`src/rtl/uart_tx_arbiter_if.sv`:
```
// Handshake bundle between the byte producers, the arbiter and the uart_transmitter.
// The slave modport is the arbiter's view; the master modport is the surrounding system.
interface uart_tx_arbiter_if #(
  parameter int NUM_REQ = 4
);
  localparam int ID_W = $clog2(NUM_REQ);

  logic                   enable;
  logic [NUM_REQ-1:0]     req_valid;
  logic [8*NUM_REQ-1:0]   req_data;
  logic [NUM_REQ-1:0]     req_ready;
  logic [7:0]             tx_data;
  logic                   tx_valid;
  logic                   tx_ready;
  logic                   baud_en;
  logic [ID_W-1:0]        grant_id;
  logic                   busy;

  modport slave (
    input  enable, req_valid, req_data, tx_ready,
    output req_ready, tx_data, tx_valid, baud_en, grant_id, busy
  );

  modport master (
    output enable, req_valid, req_data, tx_ready,
    input  req_ready, tx_data, tx_valid, baud_en, grant_id, busy
  );
endinterface

```
`src/rtl/uart_tx_arbiter.sv`:
```
// Round-robin arbiter that shares one uart_transmitter between NUM_REQ byte producers.
// It also generates the transmitter's baud clock_enable and keeps tx_data frozen for
// the whole frame, since the transmitter samples data bits while shifting, not at accept.
module uart_tx_arbiter #(
  parameter int NUM_REQ     = 4,
  parameter int CLK_DIV     = 16,
  parameter int FRAME_TICKS = 10
) (
  input  logic              CLKIN,
  input  logic              RESETN,
  uart_tx_arbiter_if.slave  bus
);

  localparam int ID_W   = $clog2(NUM_REQ);
  localparam int CNT_W  = $clog2(CLK_DIV);
  localparam int TICK_W = $clog2(FRAME_TICKS);

  localparam logic [1:0] IDLE = 2'd0;
  localparam logic [1:0] ARM  = 2'd1;
  localparam logic [1:0] HOLD = 2'd2;

  logic [1:0]        state;
  logic [CNT_W-1:0]  baud_cnt;
  logic              baud_tick;
  logic [TICK_W-1:0] tick_cnt;
  logic [ID_W-1:0]   rr_ptr;
  logic [ID_W-1:0]   winner;
  logic              found;
  logic              grant;
  logic [7:0]        data_q;
  logic              valid_q;
  logic [ID_W-1:0]   grant_q;

  // Index base+offset, wrapped modulo NUM_REQ (offset never exceeds NUM_REQ).
  function automatic logic [ID_W-1:0] wrap_idx(input logic [ID_W-1:0] base, input int offset);
    int sum;
    sum = int'(base) + offset;
    if (sum >= NUM_REQ) begin
      sum = sum - NUM_REQ;
    end
    return sum[ID_W-1:0];
  endfunction

  // Free-running baud divider, independent of arbitration state.
  always_ff @(posedge CLKIN or negedge RESETN) begin
    if (!RESETN) begin
      baud_cnt <= '0;
    end else if (baud_tick) begin
      baud_cnt <= '0;
    end else begin
      baud_cnt <= baud_cnt + 1'b1;
    end
  end

  assign baud_tick = (baud_cnt == CNT_W'(CLK_DIV - 1));

  // Round-robin search: first valid requester at or above rr_ptr, wrapping around.
  always_comb begin
    found  = 1'b0;
    winner = rr_ptr;
    for (int i = 0; i < NUM_REQ; i++) begin
      if (!found && bus.req_valid[wrap_idx(rr_ptr, i)]) begin
        found  = 1'b1;
        winner = wrap_idx(rr_ptr, i);
      end
    end
  end

  assign grant = (state == IDLE) && bus.enable && found;

  // One-hot acceptance pulse in the very cycle the grant is taken; silenced while in reset.
  always_comb begin
    bus.req_ready = '0;
    if (grant && RESETN) begin
      bus.req_ready[winner] = 1'b1;
    end
  end

  // Frame sequencer: grant in IDLE, offer the byte in ARM, hold it for the frame in HOLD.
  always_ff @(posedge CLKIN or negedge RESETN) begin
    if (!RESETN) begin
      state <= IDLE;
    end else begin
      case (state)
        IDLE: if (grant) state <= ARM;
        ARM:  if (bus.tx_ready) state <= HOLD;
        HOLD: if (baud_tick && (tick_cnt == TICK_W'(FRAME_TICKS - 1))) state <= IDLE;
        default: state <= IDLE;
      endcase
    end
  end

  // Latch the winning byte and owner, and advance priority past the winner.
  always_ff @(posedge CLKIN or negedge RESETN) begin
    if (!RESETN) begin
      data_q  <= '0;
      grant_q <= '0;
      rr_ptr  <= '0;
    end else if (grant) begin
      data_q  <= bus.req_data[8*int'(winner) +: 8];
      grant_q <= winner;
      rr_ptr  <= wrap_idx(winner, 1);
    end
  end

  // Valid is raised with the grant and dropped on the first cycle the transmitter is ready.
  always_ff @(posedge CLKIN or negedge RESETN) begin
    if (!RESETN) begin
      valid_q <= 1'b0;
    end else if (grant) begin
      valid_q <= 1'b1;
    end else if ((state == ARM) && bus.tx_ready) begin
      valid_q <= 1'b0;
    end
  end

  // Count baud ticks of the frame in flight; cleared when the transmitter accepts.
  always_ff @(posedge CLKIN or negedge RESETN) begin
    if (!RESETN) begin
      tick_cnt <= '0;
    end else if ((state == ARM) && bus.tx_ready) begin
      tick_cnt <= '0;
    end else if ((state == HOLD) && baud_tick && (tick_cnt != TICK_W'(FRAME_TICKS - 1))) begin
      tick_cnt <= tick_cnt + 1'b1;
    end
  end

  assign bus.tx_data  = data_q;
  assign bus.tx_valid = valid_q;
  assign bus.grant_id = grant_q;
  assign bus.baud_en  = baud_tick;
  assign bus.busy     = (state != IDLE);

endmodule

```
`src/flat_wrapper.sv`:
```
// flat-port wrapper written by rule: the top's interface ports become plain ports
module uart_tx_arbiter_flat 
#(
  parameter int NUM_REQ     = 4,
  parameter int CLK_DIV     = 16,
  parameter int FRAME_TICKS = 10
)
  (CLKIN, RESETN, bus_enable, bus_req_valid, bus_req_data, bus_tx_ready, bus_req_ready, bus_tx_data, bus_tx_valid, bus_baud_en, bus_grant_id, bus_busy);
  uart_tx_arbiter_if #(.NUM_REQ(NUM_REQ)) bus_i ();
  input  logic CLKIN;
  input  logic RESETN;
  input wire logic [$bits(bus_i.enable)-1:0] bus_enable;
  input wire logic [$bits(bus_i.req_valid)-1:0] bus_req_valid;
  input wire logic [$bits(bus_i.req_data)-1:0] bus_req_data;
  input wire logic [$bits(bus_i.tx_ready)-1:0] bus_tx_ready;
  output wire logic [$bits(bus_i.req_ready)-1:0] bus_req_ready;
  output wire logic [$bits(bus_i.tx_data)-1:0] bus_tx_data;
  output wire logic [$bits(bus_i.tx_valid)-1:0] bus_tx_valid;
  output wire logic [$bits(bus_i.baud_en)-1:0] bus_baud_en;
  output wire logic [$bits(bus_i.grant_id)-1:0] bus_grant_id;
  output wire logic [$bits(bus_i.busy)-1:0] bus_busy;
  assign bus_i.enable = bus_enable;
  assign bus_i.req_valid = bus_req_valid;
  assign bus_i.req_data = bus_req_data;
  assign bus_i.tx_ready = bus_tx_ready;
  assign bus_req_ready = bus_i.req_ready;
  assign bus_tx_data = bus_i.tx_data;
  assign bus_tx_valid = bus_i.tx_valid;
  assign bus_baud_en = bus_i.baud_en;
  assign bus_grant_id = bus_i.grant_id;
  assign bus_busy = bus_i.busy;
  uart_tx_arbiter #(.NUM_REQ(NUM_REQ), .CLK_DIV(CLK_DIV), .FRAME_TICKS(FRAME_TICKS)) u_core (.CLKIN(CLKIN), .RESETN(RESETN), .bus(bus_i));
endmodule
```
`config.mk`:
```
export PLATFORM = sky130hd
export DESIGN_NAME = uart_tx_arbiter_flat
export DESIGN_NICKNAME = d
export VERILOG_FILES = /design/src/rtl/uart_tx_arbiter_if.sv /design/src/rtl/uart_tx_arbiter.sv /design/src/flat_wrapper.sv
export SDC_FILE = /design/constraint.sdc
export NUM_CORES = 1
export LEC_CHECK = 0
export CAP_MARGIN = 20
export CORE_ASPECT_RATIO = 1.1
export CORE_MARGIN = 3
export CORE_UTILIZATION = 45
export DETAILED_ROUTE_END_ITERATION = 6
export GPL_ROUTABILITY_DRIVEN = 0
export PLACE_DENSITY_LB_ADDON = 0.08
export SLEW_MARGIN = 10
export SYNTH_ARGS = -nofsm -noshare
export SYNTH_HDL_FRONTEND = slang
export SYNTH_SLANG_ARGS = --single-unit
```
`constraint.sdc`:
```
create_clock -name CLKIN -period 5.7 [get_ports CLKIN]
set_input_delay 0.57 -clock CLKIN [delete_from_list [all_inputs] [get_ports CLKIN]]
set_output_delay 0.57 -clock CLKIN [all_outputs]
set_load 0.005 [all_outputs]
```
# Word-level counts from Yosys, hierarchy flattened
# Cells that the tools add are included.
# classes
order_cmp,11
n_eq_ne,8
shifts,1
n_reduce_logical,19
muxes,33
addsub,11
# op_table
cell,count
variable part select 32 x 6 -> 8 bit,1
2-to-1 mux 2 bit,12
2-to-1 mux 4 bit,4
less-than comparator 2 x 3 -> 1 bit (second input constant),5
greater-or-equal comparator 3 bit (second input constant),4
logical AND 1 bit,11
2-to-1 mux 1 bit,11
subtractor 2 x 1 -> 2 bit (second input constant),5
adder 4 x 1 -> 4 bit (second input constant),2
binary-select mux 1 bit (select 2 bit),4
== test 4 bit (second input constant),2
adder 2 x 1 -> 3 bit (second input constant),2
adder 2 x 2 -> 3 bit (second input constant),2
one-hot mux 2 bit (3 select lines),1
nonzero test 2 bit,3
!= test 2 x 1 -> 1 bit (second input constant),2
!= test 4 bit (second input constant),1
greater-or-equal comparator 2 x 3 -> 1 bit (second input constant),1
logical NOT 1 bit,3
AND reduction 3 bit,1
demux 1 bit (select 2 bit),1
== test 2 x 1 -> 1 bit (second input constant),1
== test 2 bit (second input constant),1
greater-or-equal comparator 2 x 1 -> 1 bit (second input constant),1
other kinds (2),2
# totals
ff_bits,23
out_inout_bits,17
elab_cells,90
inputBits,40

# Depth between registers and ports, before layout
# Gate-level depths: netlist (run 1).
# logic_depth
depth_word,19
depth_mapped,8
ltp_nobuf,7

# Worst setup path after synthesis (run 1)
# Ideal clock, no wire load.
# synth_timing
path_kind,input-to-output
startpoint,input port bus_req_valid[2]
endpoint,output port bus_req_ready[2]
stages,8
arrival_time_ns,1.895
slack_ns,3.235
required_ns,5.130
path_cell_list,nor2b_1 a221oi_4 and2_1 buf_6 inv_4 buf_6 ha_1 and3_1
# synth_between
elab_chain_cells,17
elab_cells_between_ends,30
classes_between,order compare (2); mux (19); reduce/logical (9)
# synth_lines
element,line,rtl
"start, declared",flat_wrapper.sv:13,input wire logic [$bits(bus_i.req_valid)-1:0] bus_req_valid;
binary-select mux 1 bit (select 2 bit),uart_tx_arbiter.sv:62,"if (!found && bus.req_valid[wrap_idx(rr_ptr, i)]) begin"
2-to-1 mux 1 bit (implied by the code),uart_tx_arbiter.sv:62,
2-to-1 mux 1 bit,uart_tx_arbiter.sv:62,
logical NOT 1 bit,uart_tx_arbiter.sv:62,
logical AND 1 bit,uart_tx_arbiter.sv:62,
2-to-1 mux 1 bit,uart_tx_arbiter.sv:62,
logical NOT 1 bit,uart_tx_arbiter.sv:62,
logical AND 1 bit,uart_tx_arbiter.sv:62,
[... 2 more ...],--,
logical AND 1 bit,uart_tx_arbiter.sv:62,
2-to-1 mux 2 bit *,uart_tx_arbiter.sv:62,
via u_core.winner[0],uart_tx_arbiter.sv:27,logic [ID_W-1:0] winner;
less-than comparator 2 x 3 -> 1 bit (implied by the code) / greater-or-equal comparator 2 x 1 -> 1 bit (equally long branches),uart_tx_arbiter.sv:75,bus.req_ready[winner] = 1'b1;
logical AND 1 bit (implied by the code),uart_tx_arbiter.sv:75,
2-to-1 mux 1 bit (implied by the code),uart_tx_arbiter.sv:75,
demux 1 bit (select 2 bit) *,--,
2-to-1 mux 4 bit *,uart_tx_arbiter.sv:74,if (grant && RESETN) begin
"end, declared",flat_wrapper.sv:16,output wire logic [$bits(bus_i.req_ready)-1:0] bus_req_ready;
# Mark *: on every way through the listed nets, which the timed path passes. The rest lies on a longest branch. The select of a mux whose other input is x is not followed.

# Worst setup path in the final report (run 1)
# layout_timing
startpoint,input port bus_req_valid[3]
endpoint,output port bus_req_ready[2]
# layout_between
elab_chain_cells,17
elab_cells_between_ends,30
classes_between,order compare (2); mux (19); reduce/logical (9)
# layout_lines
element,line
binary-select mux 1 bit (select 2 bit),uart_tx_arbiter.sv:62
2-to-1 mux 1 bit (implied by the code),uart_tx_arbiter.sv:62
2-to-1 mux 1 bit,uart_tx_arbiter.sv:62
logical NOT 1 bit,uart_tx_arbiter.sv:62
logical AND 1 bit,uart_tx_arbiter.sv:62
2-to-1 mux 1 bit,uart_tx_arbiter.sv:62
logical NOT 1 bit,uart_tx_arbiter.sv:62
logical AND 1 bit,uart_tx_arbiter.sv:62
2-to-1 mux 1 bit,uart_tx_arbiter.sv:62
logical NOT 1 bit,uart_tx_arbiter.sv:62
logical AND 1 bit,uart_tx_arbiter.sv:62
2-to-1 mux 2 bit,uart_tx_arbiter.sv:62
less-than comparator 2 x 3 -> 1 bit (implied by the code) / greater-or-equal comparator 2 x 1 -> 1 bit (equally long branches),uart_tx_arbiter.sv:75
logical AND 1 bit (implied by the code),uart_tx_arbiter.sv:75
2-to-1 mux 1 bit (implied by the code),uart_tx_arbiter.sv:75
demux 1 bit (select 2 bit),--
2-to-1 mux 4 bit *,uart_tx_arbiter.sv:74
# Every way passes the cells marked *; elsewhere a longest branch is shown, timed or not. The select of a mux whose other input is x is not followed.

==> impl_metrics.csv, run 1 <==
group,metric,value,unit
outcome,outcome,"completed",
min_path,hold_path_depth,1,
logic_synthesis,synth-seq-cells,23,
worst_setup_path,cp_data_required_time,5.13,ns
clock_tree,hold_buffers,0,
worst_setup_path,r2r_slack,3.35,ns
worst_setup_path,cp_cell_sequence,"clkdlybuf4s50_1, nor2b_1, o21ai_1, and2_1, inv_4, ha_1, and3_1, clkdlybuf4s50_1",
route,finalWirelength,3612,um
final_layout,drive_gt1_share,4.569,%
final_layout,utilization,69.74,%
worst_setup_path,r2r-end,"u_core.bus.tx_data[3]$_DFFE_PN0P_",
worst_setup_path,path_max_fanout,12,
logic_synthesis,yosys.cell_count.top_type,"dfrtp_1",
grt,antenna_found_initial,0,
logic_synthesis,synth-edff-count,0,
floorplan,dieArea,3836,um2
logic_synthesis,ys_top_cells_by_count,"dfrtp_1, nor2_1, a2111oi_0, a21boi_0, mux2i_1",
clock_tree,clk_path_buf_depth,2,
floorplan,initial_core_util,48.91,%
sta,worst_slew_pin_slew,0.6164,ns
clock_tree,ctsResizeCount,0,
sta,finalMaxSlewViolations,0,
power,power_density,346.8,nW/um2
floorplan,core-area,2878,um2
grt,track_usage,19.93,%
logic_synthesis,async_reset_ff_share,100.0,%
placement,placed_area,1977,um2
grt,grt_pass1_vias,1346,
sta,period_minus_slack,3.762,ns
route,drc,0,
floorplan,num_rows,20,
worst_setup_path,r2r-start,"u_core.rr_ptr[0]$_DFFE_PN0P_",
logic_synthesis,synth_top_cell_by_area,"dfrtp_1",
clock_tree,clk_latency,0.32,ns
grt,grt-ovfl-total,0,
clock_tree,clk_pin_slew,0.14,ns
sta,finalHoldViolCount,0,
clock_tree,cts.htree.levels,1,
route,first_iter_violations,86,
placement,port_buffers,56,
worst_setup_path,reg2reg_depth,6,
final_layout,syn_to_final_growth,42.58,%
worst_setup_path,cp_num_cells,8,
final_layout,design_area,2007,um2
sta,skew,0.003826,ns
sta,fmax,0.2658,GHz
run,maxCapViolCount,0,
sta,slew-limit-headroom,58.76,%
worst_setup_path,cpMostUsedCell,"clkdlybuf4s50_1",
logic_synthesis,avgSynthCellArea,9.913,um2
power,ir_worst_vdd,0.2057,mV
sta,tns,0,ns
logic_synthesis,synth_ff_type,"dfrtp_1",
worst_setup_path,cp_top_family,"buffers and inverters",
route,dr.pass1.iters,4,
worst_setup_path,endpoint_kind,"primary output",
worst_setup_path,start_kind,"input pin",
worst_setup_path,crit_buf_inv,3,
clock_tree,cts_inserted_buffers,3,
logic_synthesis,synth_area_leaders,"dfrtp_1, ha_1, mux2i_1",
logic_synthesis,netlist_area,1408,um2
floorplan,fp.dieW,59.33,um
min_path,hp-class,"flip-flop to flip-flop",
logic_synthesis,synthCells,142,
route,ant_nets,0,
sta,setup_violations,0,
power,leakage,0.8504,nW
placement,dp_hpwl,2711,um
sta,holdWs,0.5122,ns
sta,timing.final.crit_share,66.01,%
worst_setup_path,crit_type,"input pin to primary output",
min_path,worstHoldStart,"u_core.baud_cnt[0]$_DFF_PN0_",
logic_synthesis,syn-num-nets,189,
final_layout,layout.nets,245,
grt,grt_start_max_net_pins,28,
route,wl_per_cell,15.70,um
logic_synthesis,ys_warn_count,0,
worst_setup_path,crit_path_max_incr_delay,0.59,ns
clock_tree,postCtsSetupBuffers,0,
worst_setup_path,worstPathArrival,3.19,ns
logic_synthesis,synth_top_area_share,40.89,%
route,viasPerCell,5.648,
min_path,holdPathEnd,"u_core.baud_cnt[0]$_DFF_PN0_",
logic_synthesis,yosysSeqAreaShare,40.89,%
route,dr_total_vias,1299,
sta,rsz0062_at_grt,"no",
grt,grt_pass1_wl,5940,um
clock_tree,tritoncts,"yes",
clock_tree,cts_num_sinks,23,
final_layout,antenna_cells,0,
logic_synthesis,post_synth_num_cell_types,34,
worst_setup_path,slowest_stage,"clkdlybuf4s50_1",
floorplan,io_pins,57,
floorplan,die_h,64.66,um
clock_tree,cts_root_buffer,"clkbuf_4",
flip-flops by register name, summed over array words and instances (netlist names):
name	count
u_core.bus.tx_data	8
u_core.baud_cnt	4
u_core.tick_cnt	4
u_core.bus.grant_id	2
u_core.rr_ptr	2
u_core.state	2
u_core.bus.tx_valid	1
worst max-delay path by stage:
stage                          start                to  slack [ns]
floorplan           bus_req_valid[2]  bus_req_ready[2]        3.24
global placement    bus_req_valid[3]  bus_req_ready[2]        2.09
detailed placement  bus_req_valid[3]  bus_req_ready[2]        1.98
CTS                 bus_req_valid[3]  bus_req_ready[2]        1.97
global route        bus_req_valid[3]  bus_req_ready[2]        1.74
finish              bus_req_valid[3]  bus_req_ready[2]        1.94
metrics by stage:
step | instances | total power [mW] | worst slack (ns)
6_report | 230 | 0.6960 | 1.938
5_1_grt | 230 | 0.7521 | 1.743
4_1_cts | 230 | 0.7014 | 1.970
3_5_place_dp | 226 | 0.6167 | 1.976
3_3_place_gp | 226 | 0.6023 | 2.092
2_1_floorplan | 142 | 0.4599 | 3.235
kinds of logic after synthesis:
logic type,share of synthesized area [%]
XOR/XNOR,2.489
buffers and inverters,5.156
AO/OA/AOI/OAI,22.93
adder cells (fa/ha/maj),6.222
multiplexers,6.489
flip-flops,40.89
AND/OR/NAND/NOR,15.82
cells in the final DEF, fill, tap and decap left out, types with 3 or more instances in the layout:
| master | netlist | final |
|---|---|---|
| nand2b_1 | 3 | 3 |
| dfrtp_1 | 23 | 23 |
| nor2_1 | 16 | 16 |
| nand3_1 | 3 | 3 |
| xor2_1 | 3 | 3 |
| and3_1 | 6 | 6 |
| a2111oi_0 | 8 | 8 |
| clkdlybuf4s50_1 | 0 | 56 |
| mux2i_1 | 8 | 8 |
| o21ai_0 | 7 | 7 |
| ha_1 | 7 | 7 |
| nor2b_1 | 5 | 5 |
| clkbuf_4 | 0 | 3 |
| a21boi_0 | 8 | 8 |
| a211oi_1 | 7 | 7 |
| inv_1 | 7 | 7 |
| nand2_1 | 6 | 6 |
where the power goes:
group / total (mW) / leakage [nW] / internal (mW) / switching [mW]
combinational: 0.355 / 0.557 / 0.181 / 0.174
clock: 0.0817 / 0.0139 / 0.0268 / 0.0549
sequential: 0.259 / 0.279 / 0.218 / 0.0413
total: 0.696 / 0.850 / 0.426 / 0.270
cell type report:
type | count | area (um2)
Clock inverter | 1 | 7.507
Sequential cell | 23 | 575.6
Timing Repair Buffer | 57 | 568.0
Clock buffer | 3 | 22.52
Tap cell | 33 | 41.29
Inverter | 8 | 32.53
Fill cell | 227 | 870.8
Multi-Input combinational cell | 105 | 759.5
metal layers:
layer  track usage [%]  up-vias  routed length (um)
met4             6.799        0                  51
met2             32.79       46                1716
li1                  -      628                   -
met5                 0        -                   0
met3             2.590        7                 205
met1             26.41      618                1638
Power figures use the tool's default switching activity.
==> run 2: changes to the inputs <==
--- a/config.mk
+++ b/config.mk
@@ -8,7 +8,7 @@
 export CAP_MARGIN = 20
 export CORE_ASPECT_RATIO = 1.1
 export CORE_MARGIN = 3
-export CORE_UTILIZATION = 45
+export CORE_UTILIZATION = 43
 export DETAILED_ROUTE_END_ITERATION = 6
 export GPL_ROUTABILITY_DRIVEN = 0
 export PLACE_DENSITY_LB_ADDON = 0.08
==> constraint.sdc (replaced) <==
create_clock -name CLKIN -period 3.5 [get_ports CLKIN]
set_input_delay 0.35 -clock CLKIN [delete_from_list [all_inputs] [get_ports CLKIN]]
set_output_delay 0.35 -clock CLKIN [all_outputs]
set_load 0.005 [all_outputs]
==> run 2 against run 1 <==
  * Sequential power grew 61%
  * Clock-buffer cell count is the same
  * Sequential share of layout area shrank 0.34 points
  * Critical path depth is the same
  * Power grew 64%
  * Critical path type unchanged
  * Largest power group unchanged
  * Highest routed layer unchanged
==> impl_metrics.csv, run 2 (synthesis gave the netlist of run 1 again) <==
group,metric,value,unit
sta,period_minus_slack,3.097,ns
final_layout,drive_gt1_share,6.000,%
min_path,hp-class,"input pin to asynchronous set/reset pin",
final_layout,final_common_cell,"clkdlybuf4s50_1",
route,wl_per_cell,14.97,um
clock_tree,hold_buffers,0,
placement,dp_hpwl,2723,um
sta,fmax,0.3229,GHz
sta,timing.final.crit_share,88.49,%
floorplan,dieArea,3997,um2
power,leakage,0.8643,nW
floorplan,num_rows,21,
sta,finalMaxSlewViolations,0,
sta,tns,0,ns
route,dr.pass1.iters,4,
grt,grt_pass1_vias,1327,
clock_tree,ctsResizeCount,0,
route,viasPerCell,5.551,
power,ir_worst_vdd,0.3281,mV
final_layout,final_cell_mix,"clkdlybuf4s50_1, dfrtp_1, nor2_1",
sta,setup_violations,0,
floorplan,io_pins,57,
sta,holdWs,0.2478,ns
sta,rsz0062_at_grt,"no",
route,drc,0,
clock_tree,clk_latency,0.32,ns
clock_tree,clk_path_buf_depth,2,
route,finalWirelength,3502,um
sta,finalHoldViolCount,0,
clock_tree,clk_pin_slew,0.14,ns
floorplan,core-area,3100,um2
final_layout,n_fill_cell,278,
grt,grt-ovfl-total,0,
clock_tree,tritoncts,"yes",
grt,grt_start_max_net_pins,22,
final_layout,syn_to_final_growth,44.27,%
worst_setup_path,path_max_fanout,12,
grt,antenna_found_initial,0,
final_layout,layout.nets,248,
worst_setup_path,endpoint_kind,"primary output",
run,maxCapViolCount,0,
floorplan,fp.dieW,60.55,um
worst_setup_path,worstPathArrival,2.75,ns
route,ant_nets,0,
clock_tree,cts.htree.levels,1,
clock_tree,cts_num_sinks,23,
floorplan,die_h,66.01,um
worst_setup_path,crit_type,"input pin to primary output",
floorplan,initial_core_util,45.40,%
clock_tree,postCtsSetupBuffers,0,
power,total_power,1.143,mW
clock_tree,cts_inserted_buffers,3,
worst_setup_path,cp_data_required_time,3.15,ns
final_layout,antenna_cells,0,
sta,worst_slew_pin_slew,0.6256,ns
clock_tree,cts_root_buffer,"clkbuf_4",
sta,skew,0.006132,ns
route,dr_total_vias,1299,
power,power_density,563.0,nW/um2
final_layout,largest_register_ffs,8,
grt,grt_pass1_wl,5747,um
route,first_iter_violations,54,
grt,track_usage,19.26,%
sta,slew-limit-headroom,58.29,%
placement,port_buffers,56,
worst_setup_path,start_kind,"input pin",
outcome,outcome,"completed",
run 2: changes by cell type in the layout (fill, tap and decap cells not counted), sizes merged:
cell	before	now
buf	1	4
run 2: metal layers:
layer	up-vias	track usage, %	wire length [um]
met5	-	0	0
met4	0	6.504	59
met3	4	3.516	211
met2	44	32.16	1676
met1	621	24.66	1555
li1	630	-	-
run 2: worst max-delay path, cell delays in order:
cell and delay [ns]:
clkdlybuf4s50_1 0.57, nand2_1 0.12, a221oi_4 0.28, and2_1 0.42, inv_4 0.17, ha_1 0.23
and3_1 0.16, clkdlybuf4s50_1 0.44
run 2: layout make-up:
cell class              instances  area [um2]  area share [%]
well taps                      34       42.54           2.095
multi-input cells             105       759.5           37.40
flip-flops and latches         23       575.6           28.34
repair buffers                 60       590.6           29.08
inverters                       8       32.53           1.602
clock inverters                 1       7.507          0.3697
clock buffers                   3       22.52           1.109
run 2: worst paths after layout:
| path | endpoint | depth (start not counted) | start | slack, ns |
|---|---|---|---|---|
| min in group CLKIN | u_core.baud_cnt[3]$_DFF_PN0_ | 1 | u_core.baud_cnt[3]$_DFF_PN0_ | 0.49 |
| min | u_core.bus.tx_data[4]$_DFFE_PN0P_ | 1 | RESETN | 0.25 |
| max | bus_req_ready[2] | 8 | bus_req_valid[3] | 0.40 |
| max in group asynchronous | u_core.tick_cnt[2]$_DFFE_PN0P_ | 2 | RESETN | 2.69 |
| min reg2reg | u_core.baud_cnt[3]$_DFF_PN0_ | 1 | u_core.baud_cnt[3]$_DFF_PN0_ | 0.49 |
| max reg2reg | u_core.bus.tx_data[3]$_DFFE_PN0P_ | 6 | u_core.rr_ptr[0]$_DFFE_PN0P_ | 1.43 |
run 2: stage by stage:
stage	utilization, %	cells	setup WS, ns	area (um2)
after floorplan	-	142	1.475	1408
after global placement	64.53	230	0.4706	2001
after detailed placement	64.53	230	0.3833	2001
after CTS	65.50	234	0.3740	2031
after global routing	65.50	234	0.1906	2031
final	65.50	234	0.4027	2031
run 2: power breakdown:
part | total, mW | leakage, nW | internal, mW | switching, mW
sequential | 0.418 | 0.279 | 0.355 | 0.0632
combinational | 0.595 | 0.571 | 0.308 | 0.287
clock | 0.131 | 0.0139 | 0.0437 | 0.0868
total | 1.14 | 0.864 | 0.707 | 0.437
